==> src/rtl/times3_code_decoder.sv <==
// ============================================================================
// Module   : times3_code_decoder
// Brief    : Decodes x3 codewords (0x0/0x3/0x6/0x9) back to {a,b}, flags other
//            values as errors, and queues results in a small output FIFO.
//            Optional macro TIMES3_ERR_CNT_EN builds the saturating err_cnt.
// Revision : 1.0  initial release
// ============================================================================
`default_nettype none

module times3_code_decoder #(
  parameter int DEPTH = 4,
  parameter int CNT_W = 8
) (
  input  logic             clk,
  input  logic             clr,
  input  logic             in_valid,
  output logic             in_ready,
  input  logic [3:0]       y,
  output logic             out_valid,
  input  logic             out_ready,
  output logic             a,
  output logic             b,
  output logic             out_err,
  output logic [CNT_W-1:0] err_cnt
);

  localparam int             PTR_W  = $clog2(DEPTH);
  localparam logic [PTR_W:0] C_FULL = (PTR_W + 1)'(DEPTH);

  logic [2:0]       mem_q [DEPTH];
  logic [PTR_W-1:0] wr_ptr_q, wr_ptr_d;
  logic [PTR_W-1:0] rd_ptr_q, rd_ptr_d;
  logic [PTR_W:0]   count_q,  count_d;

  logic       w_dec_err;
  logic [1:0] w_dec_ab;
  logic       w_push;
  logic       w_pop;
  logic [2:0] w_head;

  always_comb begin
    w_dec_err = 1'b0;
    w_dec_ab  = 2'b00;
    unique case (y)
      4'h0:    w_dec_ab  = 2'b00;
      4'h3:    w_dec_ab  = 2'b01;
      4'h6:    w_dec_ab  = 2'b10;
      4'h9:    w_dec_ab  = 2'b11;
      default: w_dec_err = 1'b1;
    endcase
  end

  // in_ready is a pure function of occupancy: a full FIFO refuses a push even
  // when a pop happens in the same cycle.
  assign in_ready  = (count_q != C_FULL);
  assign out_valid = (count_q != '0);
  assign w_push    = in_valid & in_ready;
  assign w_pop     = out_valid & out_ready;

  always_comb begin
    wr_ptr_d = wr_ptr_q;
    rd_ptr_d = rd_ptr_q;
    count_d  = count_q;
    if (w_push) wr_ptr_d = wr_ptr_q + PTR_W'(1);
    if (w_pop)  rd_ptr_d = rd_ptr_q + PTR_W'(1);
    unique case ({w_push, w_pop})
      2'b10:   count_d = count_q + (PTR_W + 1)'(1);
      2'b01:   count_d = count_q - (PTR_W + 1)'(1);
      default: count_d = count_q;
    endcase
  end

  always_ff @(posedge clk or negedge clr) begin
    if (!clr) begin
      wr_ptr_q <= '0;
      rd_ptr_q <= '0;
      count_q  <= '0;
    end else begin
      wr_ptr_q <= wr_ptr_d;
      rd_ptr_q <= rd_ptr_d;
      count_q  <= count_d;
    end
  end

  // Storage needs no reset: the head is masked whenever count is zero.
  always_ff @(posedge clk) begin
    if (w_push) mem_q[wr_ptr_q] <= {w_dec_err, w_dec_ab};
  end

  assign w_head              = mem_q[rd_ptr_q];
  assign {out_err, a, b}     = out_valid ? w_head : 3'b000;

`ifdef TIMES3_ERR_CNT_EN
  logic [CNT_W-1:0] err_cnt_q;

  always_ff @(posedge clk or negedge clr) begin
    if (!clr) begin
      err_cnt_q <= '0;
    end else if (w_push && w_dec_err && (err_cnt_q != {CNT_W{1'b1}})) begin
      err_cnt_q <= err_cnt_q + CNT_W'(1);
    end
  end

  assign err_cnt = err_cnt_q;
`else
  assign err_cnt = '0;
`endif

endmodule

`default_nettype wire
==> config.mk <==
export PLATFORM = sky130hd
export DESIGN_NAME = times3_code_decoder
export DESIGN_NICKNAME = d
export VERILOG_FILES = /design/src/rtl/times3_code_decoder.sv
export SDC_FILE = /design/constraint.sdc
export NUM_CORES = 1
export LEC_CHECK = 0
export ABC_AREA = 1
export BUFFER_PORTS_ARGS = -buffer_cell sky130_fd_sc_hd__clkbuf_2
export CORE_AREA = 2 2 51 53
export CTS_CLUSTER_SIZE = 20
export DETAILED_ROUTE_END_ITERATION = 8
export DIE_AREA = 0 0 53 55
export HOLD_SLACK_MARGIN = 0.06
export PLACE_DENSITY = 0.78
export SKIP_CTS_REPAIR_TIMING = 1
export SYNTH_ARGS = -nofsm -noshare
export SYNTH_HDL_FRONTEND = slang
export SYNTH_SLANG_ARGS = --single-unit
==> constraint.sdc <==
create_clock -name clk -period 2.95 [get_ports clk]
set_clock_uncertainty 0.1 [all_clocks]
set_input_delay 0.7375 -clock clk [delete_from_list [all_inputs] [get_ports clk]]
set_output_delay 0.7375 -clock clk [all_outputs]
set_load 0.03 [all_outputs]
Word level (Yosys, flattened, before mapping) --
Memory sizes are Yosys's and may differ from the RTL's. Index checks and enable logic that the tools add are counted.
Storage, ports and cells: register bits 7, RAM bits 12, bits of input ports 8, output and inout bits 13, logic and storage cells 26, memories kept 1
Memory list:
- mem_q | words 4, width 3, rd ports 1, clocked after Yosys merged registers in 0, wr ports 1, RTL line 30 | logic [2:0] mem_q [DEPTH];
Operators by class: add/subtract/negate cells 4, equality and inequality tests 6, multiplexer cells 6, bitwise gates (word level) 2, reduce and logical (&&, ||, !) cells 4
Operators by type and width (count):
- $pmux W2 S3 | 1
- $pmux W3 S2 | 1
- $add A2 B1 Y2 const B | 2
- $eq A4 B2 Y1 const B | 1
- $eq A4 B3 Y1 const B | 1
- $eq A4 B4 Y1 const B | 1
- $logic_not A4 Y1 | 1
- $reduce_or A4 Y1 | 1
- $add A3 B1 Y3 const B | 1
- $mux W1 | 3
- $mux W3 | 1
- $ne A3 B3 Y1 const B | 1
- $reduce_bool A3 Y1 | 1
- $sub A3 B1 Y3 const B | 1
- $and A1 B1 Y1 | 2
- $eq A2 B1 Y1 const B | 1
- $eq A2 B2 Y1 const B | 1
- $reduce_bool A2 Y1 | 1

Longest topological paths before layout --
word-level depth 4, gate-level depth with buffers 12, depth with buffers taken out 12

Worst setup path before layout --
Ideal clock, no wire load.
path kind register to output, from register count_q[2], to output a, arrival 1161 ps, required time 2112 ps, slack 951 ps, stages on the path, launching flop included 5, path buffers 0, path through dfrtp_1 > inv_2 > nand3_4 > inv_2 > a21oi_1
On the way: cells in the longest elaborated chain, start to end 2
Ends and longest elaborated chain:
- start, declared | RTL line 33 | logic [PTR_W:0] count_q, count_d;
- start signal, assigned | RTL line 81 | count_q <= count_d;
- $reduce_bool A3 Y1 | RTL line 56 | assign out_valid = (count_q != '0);
- via out_valid | RTL line 19 | output logic out_valid,
- $mux W3 | RTL line 91 | assign {out_err, a, b} = out_valid ? w_head : 3'b000;
- end, declared | RTL line 21 | output logic a,
The timed path passes the listed nets, and every way through them passes these cells.

Final worst setup path --
from register rd_ptr_q[0], to output b
On the way: cells in the longest elaborated chain, start to end 2
Ends and longest elaborated chain:
- start, declared | RTL line 32 | logic [PTR_W-1:0] rd_ptr_q, rd_ptr_d;
- start signal, assigned | RTL line 80 | rd_ptr_q <= rd_ptr_d;
- $mem_v2 Z4 W3
- $mux W3 | RTL line 91
- end, declared | RTL line 22 | output logic b,
Every way passes these cells.

==> run_summary.xml <==
<?xml version="1.0" encoding="UTF-8"?>
<metrics>
  <group name="drt">
    <metric name="via_count" unit="">774</metric>
    <metric name="drc" unit="">0</metric>
    <metric name="first_iter_violations" unit="">11</metric>
    <metric name="avgRoutedWirePerCell" unit="µm">9.73</metric>
    <metric name="totalWireLength" unit="µm">1660</metric>
    <metric name="vias_per_cell" unit="">4.53</metric>
    <metric name="detail_route.first_pass.iterations" unit="">4</metric>
    <metric name="route.antenna.remaining_nets" unit="">0</metric>
  </group>
  <group name="global_routing">
    <metric name="grtUsageMet3" unit="">0.0161</metric>
    <metric name="grt_max_degree" unit="">11</metric>
    <metric name="met1_usage" unit="">0.139</metric>
    <metric name="gr-usage-met2" unit="">0.256</metric>
    <metric name="grt_pass1_wl" unit="µm">2680</metric>
    <metric name="grt-busiest-layer" unit="">met2</metric>
    <metric name="globalRoute.totalOverflow" unit="">0</metric>
    <metric name="via_count_of_the_first_global_routing_pass" unit="">660</metric>
    <metric name="grt_util_all_layers" unit="">0.128</metric>
    <metric name="initial_antenna_violation_count" unit="">0</metric>
  </group>
  <group name="sta">
    <metric name="fin_setup_tns" unit="ns">0</metric>
    <metric name="max_slew.worst_pin.slew" unit="ns">0.574</metric>
    <metric name="post-route-min-period" unit="ns">2.32</metric>
    <metric name="max-slew-margin-rel" unit="">0.613</metric>
    <metric name="drv_slew" unit="">0</metric>
    <metric name="fmax" unit="MHz">431</metric>
    <metric name="post-route-period-util" unit="">0.787</metric>
    <metric name="unrepaired_setup_endpoints_after_global_routing" unit="">false</metric>
    <metric name="timing.final.hold_violations" unit="">0</metric>
    <metric name="final-setup-viol-count" unit="">0</metric>
  </group>
  <group name="clock_network">
    <metric name="total_cts_buffers" unit="">3</metric>
    <metric name="max-clock-path-buffers" unit="">2</metric>
    <metric name="clkTransAtPathRegs" unit="ns">0.10</metric>
    <metric name="clock_tree.htree_level_count" unit="">1</metric>
    <metric name="worst_skew_pair.late_latency" unit="ns">0.29</metric>
    <metric name="cts_root_buffer" unit="">sky130_fd_sc_hd__clkbuf_4</metric>
    <metric name="clkSinkCount" unit="">19</metric>
    <metric name="cts_tree" unit="">yes</metric>
  </group>
  <group name="min_path">
    <metric name="timing.hold.worst.class" unit="">primary input to async pin</metric>
  </group>
  <group name="place">
    <metric name="hpwlAfterDp" unit="µm">1390</metric>
    <metric name="numPortBuffers" unit="">12</metric>
    <metric name="gp_congestion" unit="">0.881</metric>
  </group>
  <group name="cells_and_area">
    <metric name="diodes" unit="">0</metric>
    <metric name="area_delta_synth_final" unit="%">7.03</metric>
    <metric name="finish.net_count" unit="">156</metric>
    <metric name="final_layout_size_suffix_gt1_frac" unit="">0.177</metric>
    <metric name="utilization" unit="">0.507</metric>
    <metric name="filler_cell_count" unit="">221</metric>
  </group>
  <group name="critical_path">
    <metric name="critical_path.endpoint_type" unit="">output port</metric>
    <metric name="maximum_fanout_along_the_worst_path" unit="">9</metric>
    <metric name="timing_worst_setup_path_type" unit="">register to output port</metric>
    <metric name="r2r_cells" unit="">10</metric>
    <metric name="wp_data_required" unit="ns">2.11</metric>
    <metric name="setup.worst_path.start_class" unit="">register</metric>
    <metric name="worst_ep_arrival_time" unit="ns">1.48</metric>
  </group>
  <group name="synthesis">
    <metric name="synth_area" unit="µm²">1120</metric>
    <metric name="synth_cell_types" unit="">20</metric>
    <metric name="synth.ff_latch_count" unit="">19</metric>
    <metric name="synthArstFlopShare" unit="">0.368</metric>
    <metric name="netlist_top_cells_count" unit="">29 x sky130_fd_sc_hd__nand2_1, 25 x sky130_fd_sc_hd__inv_1, 12 x sky130_fd_sc_hd__edfxtp_1</metric>
    <metric name="synth_area_leader_cell" unit="">sky130_fd_sc_hd__edfxtp_1</metric>
    <metric name="post_synth_inst_count" unit="">127</metric>
    <metric name="synth.area.top_cells" unit="">sky130_fd_sc_hd__edfxtp_1 32%, sky130_fd_sc_hd__dfrtp_1 16%, sky130_fd_sc_hd__nand2_1 9.7%</metric>
    <metric name="synth_top_area_frac" unit="">0.321</metric>
    <metric name="postSynth.topFlopCell" unit="">sky130_fd_sc_hd__edfxtp_1</metric>
    <metric name="synth.avg_cell_area" unit="µm²">8.83</metric>
    <metric name="ys_seq_area_frac" unit="">0.478</metric>
    <metric name="yosysWarnings" unit="">0</metric>
    <metric name="synth_most_common_cell" unit="">sky130_fd_sc_hd__nand2_1</metric>
    <metric name="synth_edf_count" unit="">12</metric>
  </group>
  <group name="pwr">
    <metric name="cell_area_power_density" unit="nW/µm²">951</metric>
    <metric name="leakagePower" unit="nW">0.618</metric>
    <metric name="peakVddDrop" unit="mV">0.483</metric>
  </group>
  <group name="floorplanning">
    <metric name="core_region_area" unit="µm²">2360</metric>
    <metric name="die_height" unit="µm">55</metric>
    <metric name="ios" unit="">21</metric>
    <metric name="die_w" unit="µm">53</metric>
    <metric name="initial_utilization" unit="">0.474</metric>
    <metric name="rows" unit="">18</metric>
    <metric name="die_area" unit="µm²">2920</metric>
  </group>
  <group name="flow_run">
    <metric name="maxCapViolations" unit="">0</metric>
  </group>
  <group name="run_status">
    <metric name="run_status" unit="">complete, no violations</metric>
  </group>
</metrics>
-- layer usage --
metal | routed length (µm) | vias up
met3 | 41 | 2
li1 | - | 403
met2 | 916 | 18
met1 | 690 | 351
met5 | 0 | -
met4 | 14 | 0
-- critical path: stages, from the launching register on --
cell	delay, ns
sky130_fd_sc_hd__dfrtp_1	0.58
sky130_fd_sc_hd__inv_4	0.09
sky130_fd_sc_hd__nand2_1	0.08
sky130_fd_sc_hd__nand3_1	0.07
sky130_fd_sc_hd__a21oi_1	0.15
sky130_fd_sc_hd__clkbuf_2	0.22
-- registers in the layout, summed over array words and instances, names as in the netlist --
signal    count
mem_q        12
count_q       3
rd_ptr_q      2
wr_ptr_q      2
-- cells in the final DEF, fill, tap and decap left out, drive strengths merged --
master,count
dfrtp,7
clkbuf,16
a21oi,3
nand4,1
fa,1
inv,30
edfxtp,12
nand3,13
ha,5
xnor2,2
conb,8
nand2,31
o21ai,3
nor2,9
-- per-stage QoR --
stage          hold slack, ns  instances  total power, mW  area (µm²)  worst slack (ns)
2_1_floorplan           0.342        134            0.916        1150             0.951
3_5_place_dp            0.385        167             1.03        1170             0.851
5_1_grt                 0.174        171             1.24        1200             0.481
3_3_place_gp            0.381        167            0.997        1170             0.928
4_1_cts                 0.168        171             1.15        1200             0.635
6_report                0.165        171             1.14        1200             0.628
-- area by class of cell --
class / instances / area, µm² / area share
multi-input cells: 76 / 425 / 0.355
inverters: 30 / 115 / 0.0959
well taps: 30 / 37.5 / 0.0313
clock buffers: 4 / 26.3 / 0.0219
repair buffers: 12 / 60.1 / 0.0501
flip-flops and latches: 19 / 536 / 0.446
-- cell families after synthesis --
kind of cell | synth area share
flip-flops | 0.478
adder cells (fa/ha/maj) | 0.0737
AO/OA/AOI/OAI | 0.0301
other | 0.00335
AND/OR/NAND/NOR | 0.233
buffers and inverters | 0.166
XOR/XNOR | 0.0156
-- power by group --
| group | switching (mW) | total [mW] | internal (mW) |
|---|---|---|---|
| Sequential | 0.0750 | 0.444 | 0.369 |
| Clock | 0.0705 | 0.123 | 0.0525 |
| Combinational | 0.385 | 0.574 | 0.189 |
-- path summary, 6_finish.rpt --
check | slack, ns | endpoint | startpoint
max | 0.63 | b | rd_ptr_q[0]$_DFFE_PN0P_
min | 0.17 | wr_ptr_q[0]$_DFFE_PN0P_ | clr
max reg2reg | 1.08 | count_q[2]$_DFFE_PN0P_ | count_q[0]$_DFFE_PN0P_
min reg2reg | 0.40 | count_q[0]$_DFFE_PN0P_ | count_q[0]$_DFFE_PN0P_
max in group asynchronous | 2.42 | count_q[1]$_DFFE_PN0P_ | clr
min in group clk | 0.40 | count_q[0]$_DFFE_PN0P_ | count_q[0]$_DFFE_PN0P_
Note: power is estimated with default switching activity, not from simulation.
